File: config.mk
export PLATFORM = sky130hd
export DESIGN_NAME = frame_stream_sequencer
export DESIGN_NICKNAME = d
export VERILOG_FILES = /design/src/rtl/frame_stream_sequencer.sv
export SDC_FILE = /design/constraint.sdc
export NUM_CORES = 1
export LEC_CHECK = 0
export ABC_AREA = 1
export BUFFER_PORTS_ARGS = -buffer_cell sky130_fd_sc_hd__buf_2
export CAP_MARGIN = 0
export CORE_MARGIN = 5
export CORE_UTILIZATION = 51
export CTS_CLUSTER_DIAMETER = 60
export DETAILED_ROUTE_END_ITERATION = 6
export HOLD_SLACK_MARGIN = 0.03
export MAX_ROUTING_LAYER = met4
export PLACE_DENSITY = 0.7
export SYNTH_ARGS = -nofsm -noshare
export SYNTH_HDL_FRONTEND = slang
export SYNTH_SLANG_ARGS = --single-unit
File: constraint.sdc
create_clock -name Clk -period 2.38 [get_ports Clk]
set_clock_uncertainty 0.15 [all_clocks]
set_input_delay 0.238 -clock Clk [delete_from_list [all_inputs] [get_ports Clk]]
set_output_delay 0.238 -clock Clk [all_outputs]
set_load 0.02 [all_outputs]
File: src/rtl/frame_stream_sequencer.sv
// Streams one frame of bytes from a synchronous-read frame buffer to a byte transmitter,
// gated by a qualified frame-ready level, with inter-byte gap and post-frame cooldown.
module frame_stream_sequencer #(
  parameter int P_DATA_W          = 8,
  parameter int P_BYTES_PER_FRAME = 9216,
  parameter int P_ADDR_W          = 15,
  parameter int P_HOLDOFF_CLKS    = 62500000,
  parameter int P_GAP_CLKS        = 1085,
  parameter int P_COOLDOWN_CLKS   = 62500000,
  parameter int P_REARM_ON_EDGE   = 1
) (
  input  logic                Clk,
  input  logic                i_Rst,
  input  logic                i_VS,
  input  logic                i_Abort,
  output logic                o_Rd_En,
  output logic [P_ADDR_W-1:0] o_Rd_Addr,
  input  logic [P_DATA_W-1:0] i_Rd_Data,
  output logic [P_DATA_W-1:0] o_Tx_Data,
  output logic                o_Tx_Valid,
  input  logic                i_Tx_Ready,
  output logic                o_Frame_Indicator,
  output logic                o_Busy,
  output logic                o_Frame_Done,
  output logic [15:0]         o_Frame_Count
);

  localparam int MAX_HG  = (P_HOLDOFF_CLKS > P_GAP_CLKS) ? P_HOLDOFF_CLKS : P_GAP_CLKS;
  localparam int MAX_CNT = (MAX_HG > P_COOLDOWN_CLKS) ? MAX_HG : P_COOLDOWN_CLKS;
  localparam int CNT_W   = $clog2(MAX_CNT + 1);

  localparam bit                HAS_GAP    = (P_GAP_CLKS > 32'sd0);
  localparam bit                REARM_EDGE = (P_REARM_ON_EDGE != 32'sd0);
  localparam logic [P_ADDR_W-1:0] LAST_ADDR = P_ADDR_W'(P_BYTES_PER_FRAME - 1);
  localparam logic [CNT_W-1:0]  HOLD_LAST  = CNT_W'(P_HOLDOFF_CLKS - 1);
  localparam logic [CNT_W-1:0]  GAP_LAST   = CNT_W'(HAS_GAP ? (P_GAP_CLKS - 1) : 0);
  localparam logic [CNT_W-1:0]  COOL_LAST  = CNT_W'(P_COOLDOWN_CLKS - 1);

  typedef enum logic [2:0] {
    ST_IDLE     = 3'd0,
    ST_HOLDOFF  = 3'd1,
    ST_FETCH    = 3'd2,
    ST_LOAD     = 3'd3,
    ST_SEND     = 3'd4,
    ST_GAP      = 3'd5,
    ST_COOLDOWN = 3'd6
  } state_t;

  state_t                state_r;
  logic [CNT_W-1:0]      cnt_r;
  logic                  armed_r;
  logic                  rd_en_r;
  logic [P_ADDR_W-1:0]   rd_addr_r;
  logic [P_DATA_W-1:0]   tx_data_r;
  logic                  tx_valid_r;
  logic                  indicator_r;
  logic                  busy_r;
  logic                  done_r;
  logic [15:0]           frame_cnt_r;

  logic                  last_addr_s;
  logic                  xfer_s;
  logic                  armed_s;

  // Decode helpers shared by the sequencer branches.
  always_comb begin
    last_addr_s = (rd_addr_r == LAST_ADDR);
    xfer_s      = tx_valid_r && i_Tx_Ready;
    armed_s     = armed_r || !REARM_EDGE;
  end

  // Frame sequencer: state, counters and every registered output.
  always_ff @(posedge Clk) begin
    if (i_Rst) begin
      state_r     <= ST_IDLE;
      cnt_r       <= '0;
      armed_r     <= 1'b0;
      rd_en_r     <= 1'b0;
      rd_addr_r   <= '0;
      tx_data_r   <= '0;
      tx_valid_r  <= 1'b0;
      indicator_r <= 1'b1;
      busy_r      <= 1'b0;
      done_r      <= 1'b0;
      frame_cnt_r <= 16'd0;
    end else if (i_Abort && (state_r != ST_IDLE)) begin
      // Abort beats a simultaneous transfer, so that byte is never counted.
      state_r     <= ST_IDLE;
      cnt_r       <= '0;
      armed_r     <= 1'b0;
      rd_en_r     <= 1'b0;
      rd_addr_r   <= '0;
      tx_valid_r  <= 1'b0;
      indicator_r <= 1'b1;
      busy_r      <= 1'b0;
      done_r      <= 1'b0;
    end else begin
      done_r  <= 1'b0;
      rd_en_r <= 1'b0;
      case (state_r)
        ST_IDLE: begin
          if (!i_VS) begin
            armed_r <= 1'b1;
          end
          if (armed_s && i_VS) begin
            state_r     <= ST_HOLDOFF;
            cnt_r       <= '0;
            indicator_r <= 1'b0;
            busy_r      <= 1'b1;
          end
        end
        ST_HOLDOFF: begin
          if (!i_VS) begin
            state_r     <= ST_IDLE;
            cnt_r       <= '0;
            indicator_r <= 1'b1;
            busy_r      <= 1'b0;
          end else if (cnt_r == HOLD_LAST) begin
            state_r   <= ST_FETCH;
            cnt_r     <= '0;
            rd_addr_r <= '0;
            rd_en_r   <= 1'b1;
          end else begin
            cnt_r <= cnt_r + CNT_W'(1'b1);
          end
        end
        ST_FETCH: begin
          state_r <= ST_LOAD;
        end
        ST_LOAD: begin
          tx_data_r  <= i_Rd_Data;
          tx_valid_r <= 1'b1;
          state_r    <= ST_SEND;
        end
        ST_SEND: begin
          if (xfer_s) begin
            tx_valid_r <= 1'b0;
            if (last_addr_s) begin
              done_r      <= 1'b1;
              frame_cnt_r <= frame_cnt_r + 16'd1;
            end
            cnt_r <= '0;
            if (HAS_GAP) begin
              state_r <= ST_GAP;
            end else if (last_addr_s) begin
              state_r <= ST_COOLDOWN;
            end else begin
              rd_addr_r <= rd_addr_r + P_ADDR_W'(1'b1);
              rd_en_r   <= 1'b1;
              state_r   <= ST_FETCH;
            end
          end
        end
        ST_GAP: begin
          if (cnt_r == GAP_LAST) begin
            cnt_r <= '0;
            if (last_addr_s) begin
              state_r <= ST_COOLDOWN;
            end else begin
              rd_addr_r <= rd_addr_r + P_ADDR_W'(1'b1);
              rd_en_r   <= 1'b1;
              state_r   <= ST_FETCH;
            end
          end else begin
            cnt_r <= cnt_r + CNT_W'(1'b1);
          end
        end
        ST_COOLDOWN: begin
          if (cnt_r == COOL_LAST) begin
            state_r     <= ST_IDLE;
            cnt_r       <= '0;
            armed_r     <= 1'b0;
            rd_addr_r   <= '0;
            indicator_r <= 1'b1;
            busy_r      <= 1'b0;
          end else begin
            cnt_r <= cnt_r + CNT_W'(1'b1);
          end
        end
        default: begin
          state_r     <= ST_IDLE;
          cnt_r       <= '0;
          armed_r     <= 1'b0;
          rd_addr_r   <= '0;
          tx_valid_r  <= 1'b0;
          indicator_r <= 1'b1;
          busy_r      <= 1'b0;
        end
      endcase
    end
  end

  assign o_Rd_En           = rd_en_r;
  assign o_Rd_Addr         = rd_addr_r;
  assign o_Tx_Data         = tx_data_r;
  assign o_Tx_Valid        = tx_valid_r;
  assign o_Frame_Indicator = indicator_r;
  assign o_Busy            = busy_r;
  assign o_Frame_Done      = done_r;
  assign o_Frame_Count     = frame_cnt_r;

endmodule

Word level (Yosys, flattened, before mapping)
Cells that the tools add are included.
- input bits: 13
- bits in latches: 0
- memory bits (read-only): 0
- word-level logic and storage cells: 96
- bits in registers: 74
- RAM bits: 0
- output and inout bits: 44
- memories kept: 0
- $mul: 0
- shift-type cells: 0
- $add $sub $neg: 3
- eq/ne operators: 18
- muxes and demuxes: 36
- reductions and logical operators: 20
- divide/modulo/power cells: 0
- $lt $le $gt $ge: 0
- bitwise operators: 8
- operators with widths (operator ; count):
    $pmux W26 S6 ; 1
    $mux W26 ; 5
    $mux W15 ; 4
    $pmux W15 S4 ; 1
    $add A26 B1 Y26 const B ; 1
    $eq A26 B11 Y1 const B ; 1
    $eq A26 B26 Y1 const B ; 1
    $mux W3 ; 7
    $pmux W3 S7 ; 1
    $add A16 B1 Y16 const B ; 1
    $ne A2 B2 Y1 const B ; 8
    $add A15 B1 Y15 const B ; 1
    $eq A15 B14 Y1 const B ; 1
    $mux W1 ; 12
    $reduce_and A4 Y1 ; 3
    $reduce_or A4 Y1 ; 3
    $reduce_or A5 Y1 ; 2
    $eq A3 B3 Y1 const B ; 3
    $not A1 Y1 ; 8
    $pmux W1 S4 ; 2
    $eq A3 B2 Y1 const B ; 2
    $pmux W1 S3 ; 2
    $reduce_and A3 Y1 ; 2
    $reduce_and A5 Y1 ; 1
    8 further kinds ; 12

Depth between registers and ports, before layout
Gate-level depths: netlist of run 1.
- depth after elaboration: 4
- mapped depth: 13
- depth with buffers taken out: 13

Least setup slack after synthesis of run 1
OpenSTA, ideal clock, no wires.
- path kind: register to register
- from: register rd_addr_r[0], in the netlist o_Rd_Addr[0]
- to: register frame_cnt_r[4], in the netlist o_Frame_Count[4]
- setup slack: 0.252 ns
- setup time: 0.118 ns
- clock period less this slack: 2.128 ns
- buffers on the path: 0
- stages on the path, launching flop included: 11
- arrival time: 1.860 ns
- required time: 2.112 ns
- path through: dfxtp_1 -> ha_1 -> nand2_1 -> nor2_2 -> nand2_2 -> inv_2 -> nand2_4 -> nor3_1 -> nand3_1 -> o21ai_1 -> a21oi_1
- cells in the longest elaborated chain, start to end: 2
- RTL lines (what ; RTL line ; source):
    start, declared ; 53 ; logic [P_ADDR_W-1:0] rd_addr_r;
    start signal, assigned ; 148 ; rd_addr_r <= rd_addr_r + P_ADDR_W'(1'b1);
    start signal, assigned ; 160 ; rd_addr_r <= rd_addr_r + P_ADDR_W'(1'b1);
    $eq A15 B14 Y1 ; 67 ; last_addr_s = (rd_addr_r == LAST_ADDR);
    $reduce_and A4 Y1 (no source line) ; n/a ;
    end signal, assigned ; 140 ; frame_cnt_r <= frame_cnt_r + 16'd1;
    end, declared ; 59 ; logic [15:0] frame_cnt_r;
No other way between the ends.
A chain may end at the register's enable or synchronous reset.

Worst setup path after layout of run 1
- from: register cnt_r[0]
- to: register rd_addr_r[0], in the netlist o_Rd_Addr[0]
- cells in the longest elaborated chain, start to end: 4
- elaborated cells between the ends (all ways): 7
- classes of those cells: eq/ne: 3; mux: 3; reduce/logical: 1
- RTL lines (what ; RTL line ; source):
    start, declared ; 50 ; logic [CNT_W-1:0] cnt_r;
    start signal, assigned ; 124 ; cnt_r <= cnt_r + CNT_W'(1'b1);
    start signal, assigned ; 165 ; cnt_r <= cnt_r + CNT_W'(1'b1);
    start signal, assigned ; 177 ; cnt_r <= cnt_r + CNT_W'(1'b1);
    $eq A26 B26 Y1 ; 118, 169 ;
    $mux W15 (2 in a row) ; n/a ;
    $pmux W15 S4 ; n/a ;
Several ways; a longest one is shown, not always the timed one. The select of a mux whose other input is x is not followed.

==> flow_summary_export.csv, run 1 <==
group,metric,value,unit
setup_path,critPathLaunchType,"flip-flop",
floorplan,die_h,103,µm
setup_path,critPathCaptureType,"flip-flop",
floorplan,start_util,51.4,%
synthesis,avgSynthCellArea,6.45,µm²
global_routing,grt_usage,23.2,%
synthesis,synth_common_cells,"nand2_1, nor2_1, inv_1, dfxtp_1, a21oi_1",
setup_path,path_class,"flip-flop to flip-flop",
layout,fin_area,0.00517,mm²
setup_path,critPathMaxFanout,14,
timing,timing.final.ws_setup,154,ps
setup_path,required,2470,ps
global_routing,grt-ovfl-total,0,
detailed_routing,vias_per_cell,5.43,
pwr,ir_drop,0.454,mV
floorplan,core,0.00859,mm²
synthesis,syn_area,0.00442,mm²
timing,slew_viol_final,0,
clock_network,clock-sinks,74,
synthesis,ys_seq_elements,74,
synthesis,netlist.area_leader.share,33.5,%
hold_path,hold-path-cell-count,3,
detailed_routing,wl_per_cell,13.6,µm
clock_network,tritoncts,"built",
timing,min_period,2230,ps
synthesis,async_reset_ff_share,0,%
synthesis,synthFlopType,"dfxtp_1",
synthesis,synthCells,685,
detailed_routing,first_pass_iters,5,
outcome,outcome,"finished, final reports clean",
synthesis,yosysWarnings,0,
job,max-cap-violations,0,
timing,slew_headroom,63.4,%
floorplan,die_w,103,µm
synthesis,synthMuxAreaShare,0,%
clock_network,clk_pin_slew_worst_paths,80,ps
clock_network,clock-root-buffer,"clkbuf_8",
global_routing,antenna_found_initial,0,
timing,layout_worst_path_cycle_share,93.5,%
synthesis,synth_edf_count,0,
synthesis,synth_cell_types,45,
setup_path,ff2ff_path_depth,10,
floorplan,rows,34,
pwr,power_density,687,mW/mm²
detailed_routing,drt-initial-drc-count,363,
floorplan,die_area,0.0106,mm²
detailed_routing,drc,0,
layout,area_growth_syn_to_layout,17.0,%
synthesis,synth_compound_area_share,10.4,%
synthesis,syn_nets,702,
detailed_routing,route.vias.total,4718,
placed_design,dp_hpwl,8420,µm
timing,tightest_slew,545,ps
clock_network,tritoncts.num_buffers,9,
synthesis,yosysTopAreaCell,"dfxtp_1",
detailed_routing,wirelength,11800,µm
clock_network,cts.path.max_buffers,2,
floorplan,io-pin-count,57,
placed_design,portBuffers,56,
synthesis,yosysMostFrequentCell,"nand2_1",
placed_design,place_ws,123,ps
global_routing,grt_pass1_wl,19200,µm
synthesis,yosys.area_share.simple,43.0,%
placed_design,routabilityCongestion,0.938,
pwr,finalPower,3550,µW
clock_network,clock_latency,350,ps
timing,hold_viol,0,
layout,fillers,821,
synthesis,ys_seq_area_share,33.5,%
placed_design,dpl-instance-area,0.00482,mm²
detailed_routing,ant_nets,0,
layout,final_nets,773,
synthesis,synth_top_family_by_area,"simple AND/OR/NAND/NOR gates",
global_routing,grt_max_degree,28,
global_routing,grt_pass1_vias,4172,
timing,fin_tns_setup,0,ps
synthesis,synth_area_leaders,"dfxtp_1, nand2_1, nor2_1",
clock_network,htree_levels,3,
synthesis,synth_adder_area_share,1.13,%
timing,finalSetupViolations,0,
timing,fmax,449,MHz
layout,drive_above_1_share,15.4,%
hold_path,hp-class,"input port to flip-flop",
pwr,leakage,0.00202,µW
layout,antennaDiodeCount,0,
setup_path,crit_arrival,2320,ps
clock_network,cts_setup_buffers,0,
synthesis,synth_xor_area_share,2.97,%
routing by layer:
| metal | global-route usage [%] | wire length, µm | vias to the layer above |
|---|---|---|---|
| li1 | - | - | 2368 |
| met1 | 31.8 | 5440 | 2149 |
| met2 | 35.0 | 5350 | 187 |
| met3 | 3.72 | 834 | 14 |
| met4 | 7.47 | 176 | 0 |
| met5 | - | 0 | - |
metrics by stage:
step,cells,utilization (%),hold slack [ps]
floorplan,685,-,223
global placement,845,56.1,300
detailed placement,845,56.1,312
CTS,869,60.0,78.1
global route,869,60.1,79.0
finish,869,60.1,93.0
placed cells by master, fill, tap and decap left out, types with 2 or more instances in the layout:
cell | synthesis | final
nor2_1 | 119 | 119
xnor2_1 | 5 | 5
nor3b_1 | 2 | 2
nand4_1 | 31 | 31
nor3_1 | 31 | 30
nor4_1 | 3 | 3
a21oi_1 | 42 | 42
inv_1 | 78 | 78
dfxtp_1 | 74 | 74
o21ai_1 | 4 | 4
or2_1 | 2 | 2
buf_4 | 2 | 10
nand2_1 | 156 | 156
ha_1 | 4 | 4
xor2_1 | 10 | 10
buf_2 | 7 | 56
nor2_4 | 4 | 4
bufinv_16 | 0 | 3
nand2_2 | 7 | 7
o211ai_1 | 3 | 3
inv_2 | 5 | 5
a31oi_1 | 2 | 2
nor2_2 | 5 | 5
dlygate4sd3_1 | 0 | 8
nand3_1 | 41 | 41
nor3_2 | 1 | 2
o21ai_0 | 22 | 22
a211oi_1 | 2 | 2
nor3_4 | 2 | 2
clkbuf_8 | 0 | 10
clkinvlp_4 | 0 | 2
registers in the layout, indices dropped and copies added (netlist names):
signal and flops:
o_Tx_Data 8, armed_r 1, o_Tx_Valid 1, o_Rd_En 1, o_Frame_Done 1, cnt_r 26, o_Busy 1, o_Rd_Addr 15
state_r 3, o_Frame_Count 16, o_Frame_Indicator 1
worst max-delay path, cell delays in order, from the launching register on:
cell     delay [ps]
dfxtp_1         400
ha_1            190
inv_1            60
nor2_1          140
nand3_1          80
nor2_1          190
nand2_1         210
nand2_1         170
nand4_4         240
o21ai_0         230
nor2_1           50
final timing paths:
path,startpoint,endpoint,slack [ps]
worst min-delay path,i_VS,o_Rd_En,90
worst max-delay path,cnt_r[0],o_Rd_Addr[0],150
worst max register to register,cnt_r[0],o_Rd_Addr[0],150
worst min register to register,o_Busy,o_Busy,330
repair_timing:
item	in CTS	in global routing
hold buffers	8	0
endpoints found under the setup margin	0	13
resized for setup	0	2
endpoints found under the hold margin	8	0
kinds of logic after synthesis:
kind of cell               Yosys count
and+or+nand+nor                    412
buffers and inverters               97
AOI/OAI and AO/OA                   83
DFF                                 74
xor gates and xnor gates            15
adders and majority gates            4
layout make-up:
type | count | area [µm²] | share of cell area, %
Sequential cell | 74 | 1480 | 28.7
Inverter | 83 | 312 | 6.03
Timing Repair Buffer | 74 | 435 | 8.42
Multi-Input combinational cell | 514 | 2550 | 49.4
Tap cell | 108 | 135 | 2.61
Clock buffer | 10 | 138 | 2.66
Clock inverter | 6 | 114 | 2.20
power breakdown:
part | internal (µW) | total (µW) | switching [µW]
Clock | 727 | 1220 | 497
Sequential | 1290 | 1340 | 47.7
Combinational | 283 | 987 | 704
No activity file was read; power rests on OpenSTA's default activity.
==> run 2, diff against run 1 <==
ABC_AREA = unset   (was 1)
PLACE_DENSITY = 0.71   (was 0.7)
==> run 2 against run 1 <==
Compared with the run above: sequential share of layout area rose by 1.2 points; critical endpoint is now o_Rd_Addr[10]; routed wire length fell by 10%; global-route usage rose by 0.16 points; largest cell class unchanged; final cell count fell by 22%; cell area fell by 3.5%.
==> flow_summary_export.csv, run 2 <==
group,metric,value,unit
outcome,outcome,"finished, final reports clean",
layout,layout_common_cells,"dfxtp_1, buf_4, buf_2",
layout,fillers,592,
setup_path,crit_buf_inv,1,
pwr,p_int,1910,µW
timing,hold_viol,0,
floorplan,rows,31,
synthesis,syn_nets,473,
synthesis,syn_area,0.00378,mm²
setup_path,path_class,"flip-flop to flip-flop",
pwr,pwr-share-seq,47.4,%
hold_path,whs_endpoint,"o_Tx_Valid",
detailed_routing,wirelength,10600,µm
clock_network,clk_pin_slew_worst_paths,90,ps
layout,seq_area,0.00149,mm²
detailed_routing,drc,0,
global_routing,grt_max_degree,28,
synthesis,ys_seq_area_share,39.2,%
clock_network,tritoncts.num_buffers,9,
setup_path,required,2520,ps
timing,fin_tns_setup,0,ps
hold_path,worstHoldStart,"i_Tx_Ready",
placed_design,place_ws,-107,ps
setup_path,critPathMaxFanout,6,
global_routing,grt_pass1_wl,16600,µm
layout,instances_no_fill,682,
layout,multiInputGateArea,0.00231,mm²
global_routing,grt-ovfl-total,0,
timing,rsz0062_at_grt,"yes",
setup_path,crit_slowest_cell,"or4_4",
synthesis,avgSynthCellArea,8.29,µm²
setup_path,ff2ff_path_depth,8,
synthesis,ys_seq_elements,74,
timing,fmax,422,MHz
pwr,leakage,0.00198,µW
pwr,clockPowerShare,35.7,%
setup_path,crit_chain,"ha_2, and4b_1, a41o_1, o31ai_4, a22oi_2, buf_4, or4_4, nand2_1",
detailed_routing,wl_met3,584,µm
synthesis,synthCells,456,
detailed_routing,drt-met1-wl,4370,µm
setup_path,crit_family,"simple AND/OR/NAND/NOR gates",
setup_path,crit_arrival,2520,ps
layout,antennaDiodeCount,0,
global_routing,grt_usage,23.4,%
clock_network,htree_levels,3,
timing,slew_viol_final,0,
synthesis,yosysMostFrequentCell,"dfxtp_1",
synthesis,synth_cell_types,57,
timing,tightest_slew,491,ps
floorplan,io-pin-count,57,
setup_path,critPathCaptureType,"flip-flop",
setup_path,critPathLaunchType,"flip-flop",
setup_path,max_stage_delay,470,ps
pwr,ir_drop,0.354,mV
detailed_routing,wl_per_cell,15.5,µm
synthesis,synth_edf_count,0,
timing,layout_worst_path_cycle_share,99.7,%
global_routing,grt_pass1_vias,3570,
clock_network,clock-root-buffer,"clkbuf_8",
detailed_routing,vias_per_cell,5.80,
placed_design,dp_hpwl,6900,µm
layout,area_growth_syn_to_layout,31.8,%
placed_design,routabilityCongestion,0.852,
detailed_routing,top_layer,"met4",
hold_path,hold-path-cell-count,4,
synthesis,yosysWarnings,0,
synthesis,synthFlopType,"dfxtp_1",
synthesis,synth_common_cells,"dfxtp_1, nand2_1, nor2_1, nand3_1, a21oi_1",
detailed_routing,route.vias.total,3958,
layout,final_common_cell,"dfxtp_1",
layout,drive_above_1_share,30.4,%
floorplan,die_w,96.1,µm
layout,largest_reg_flops,26,
detailed_routing,ant_nets,0,
floorplan,die_area,0.00924,mm²
setup_path,r2r-start,"o_Rd_Addr[0]",
detailed_routing,drt-initial-drc-count,228,
detailed_routing,first_pass_iters,5,
pwr,switchingPower,808,µW
floorplan,core,0.00725,mm²
detailed_routing,wl_met2,5410,µm
job,max-cap-violations,0,
pwr,netSwitchingFraction,29.8,%
clock_network,clock_latency,350,ps
setup_path,worstReg2RegEnd,"o_Rd_Addr[10]",
placed_design,portBuffers,56,
global_routing,antenna_found_initial,0,
setup_path,reg2reg_slack,8,ps
layout,largest-register,"cnt_r",
floorplan,start_util,52.1,%
layout,fin_area,0.00499,mm²
synthesis,yosysTopAreaCell,"dfxtp_1",
clock_network,clock-sinks,74,
pwr,p_comb_share,16.8,%
hold_path,hp-class,"input port to flip-flop",
synthesis,synth_area_leaders,"dfxtp_1, nand2_1, nor2_1",
synthesis,async_reset_ff_share,0,%
timing,finalSetupViolations,0,
placed_design,dpl-instance-area,0.00449,mm²
timing,slew_headroom,67.1,%
floorplan,die_h,96.1,µm
placed_design,placed_cells,644,
timing,timing.final.ws_setup,7.56,ps
timing,min_period,2370,ps
layout,final_nets,595,
pwr,power_density,545,mW/mm²
synthesis,netlist.area_leader.share,39.2,%
clock_network,cts.path.max_buffers,2,
clock_network,tritoncts,"built",
==> run 2: cell types whose count changed in the layout (fill, tap and decap cells not counted), moves of 13 or more <==
cell / before / now
a21oi_1: 42 / 21
buf_4: 10 / 64
inv_1: 78 / 7
nand2_1: 156 / 53
nand3_1: 41 / 28
nor2_1: 119 / 47
nor3_1: 30 / 14
==> run 2: power groups by stage <==
stage | combinational (µW) | clock (µW) | sequential (µW)
detailed placement | 410 | 0 | 1320
CTS | 439 | 993 | 1290
floorplan | 255 | 0 | 1320
finish | 457 | 969 | 1290
global placement | 406 | 0 | 1310
global route | 488 | 1040 | 1290
==> run 2: cells by family (layout without fill, tap and decap cells) <==
kind of cell               after synthesis  in the layout  share of synthesized area [%]
and+or+nand+nor                        239            239                           34.5
DFF                                     74             74                           39.2
adders and majority gates                4              4                           1.32
buffers and inverters                   27            152                           3.14
AOI/OAI and AO/OA                       81             83                           14.3
xor gates and xnor gates                20             20                           4.63
muxes                                   11             11                           2.98
==> run 2: what timing repair did <==
action / CTS / global route
pin swaps: 4 / 11
setup buffers: 5 / 7
cloned: 1 / 1
hold buffers: 8 / 0
endpoints found under the setup margin: 16 / 45
resized for setup: 9 / 19
hold endpoints to repair: 8 / 0
==> run 2: worst register-to-register path: cells and delay by family (launching register included) <==
kind	cells	cell delay [ps]
AOI/OAI and AO/OA	3	680
adders and majority gates	1	190
buffers and inverters	1	200
DFF	1	330
and+or+nand+nor	3	750
==> run 2: per-stage QoR <==
| step | power, µW | hold WS, ps | util, % |
|---|---|---|---|
| after global routing | 2820 | 100 | 68.7 |
| after floorplan | 1580 | 230 | - |
| after global placement | 1720 | 307 | 61.9 |
| after CTS | 2720 | 56.3 | 66.9 |
| after detailed placement | 1730 | 334 | 61.9 |
| final | 2720 | 62.8 | 68.7 |
==> run 2: worst max-delay path by stage <==
stage	startpoint	to	cells after the start
5_1_grt	cnt_r[6]	o_Rd_Addr[11]	6
2_1_floorplan	o_Rd_Addr[0]	o_Frame_Count[15]	7
6_report	o_Rd_Addr[0]	o_Rd_Addr[10]	8
3_3_place_gp	o_Rd_Addr[0]	o_Rd_Addr[4]	8
3_5_place_dp	cnt_r[0]	o_Rd_Addr[13]	8
4_1_cts	cnt_r[22]	o_Rd_Addr[10]	7
==> run 2: layout make-up <==
class | count | share of cell area (%)
multi-input combinational | 357 | 46.3
sequential | 74 | 29.9
timing repair buffer | 128 | 16.9
clock buffer | 9 | 2.48
tap | 99 | 2.48
clock inverter | 7 | 1.41
inverter | 8 | 0.602
==> run 2: layer usage <==
metal  vias to the layer above  global-route usage, %
li1                       1933                      -
met1                      1862                   27.9
met2                       137                   39.2
met3                        26                   3.99
met4                         0                   8.89
met5                         -                      -
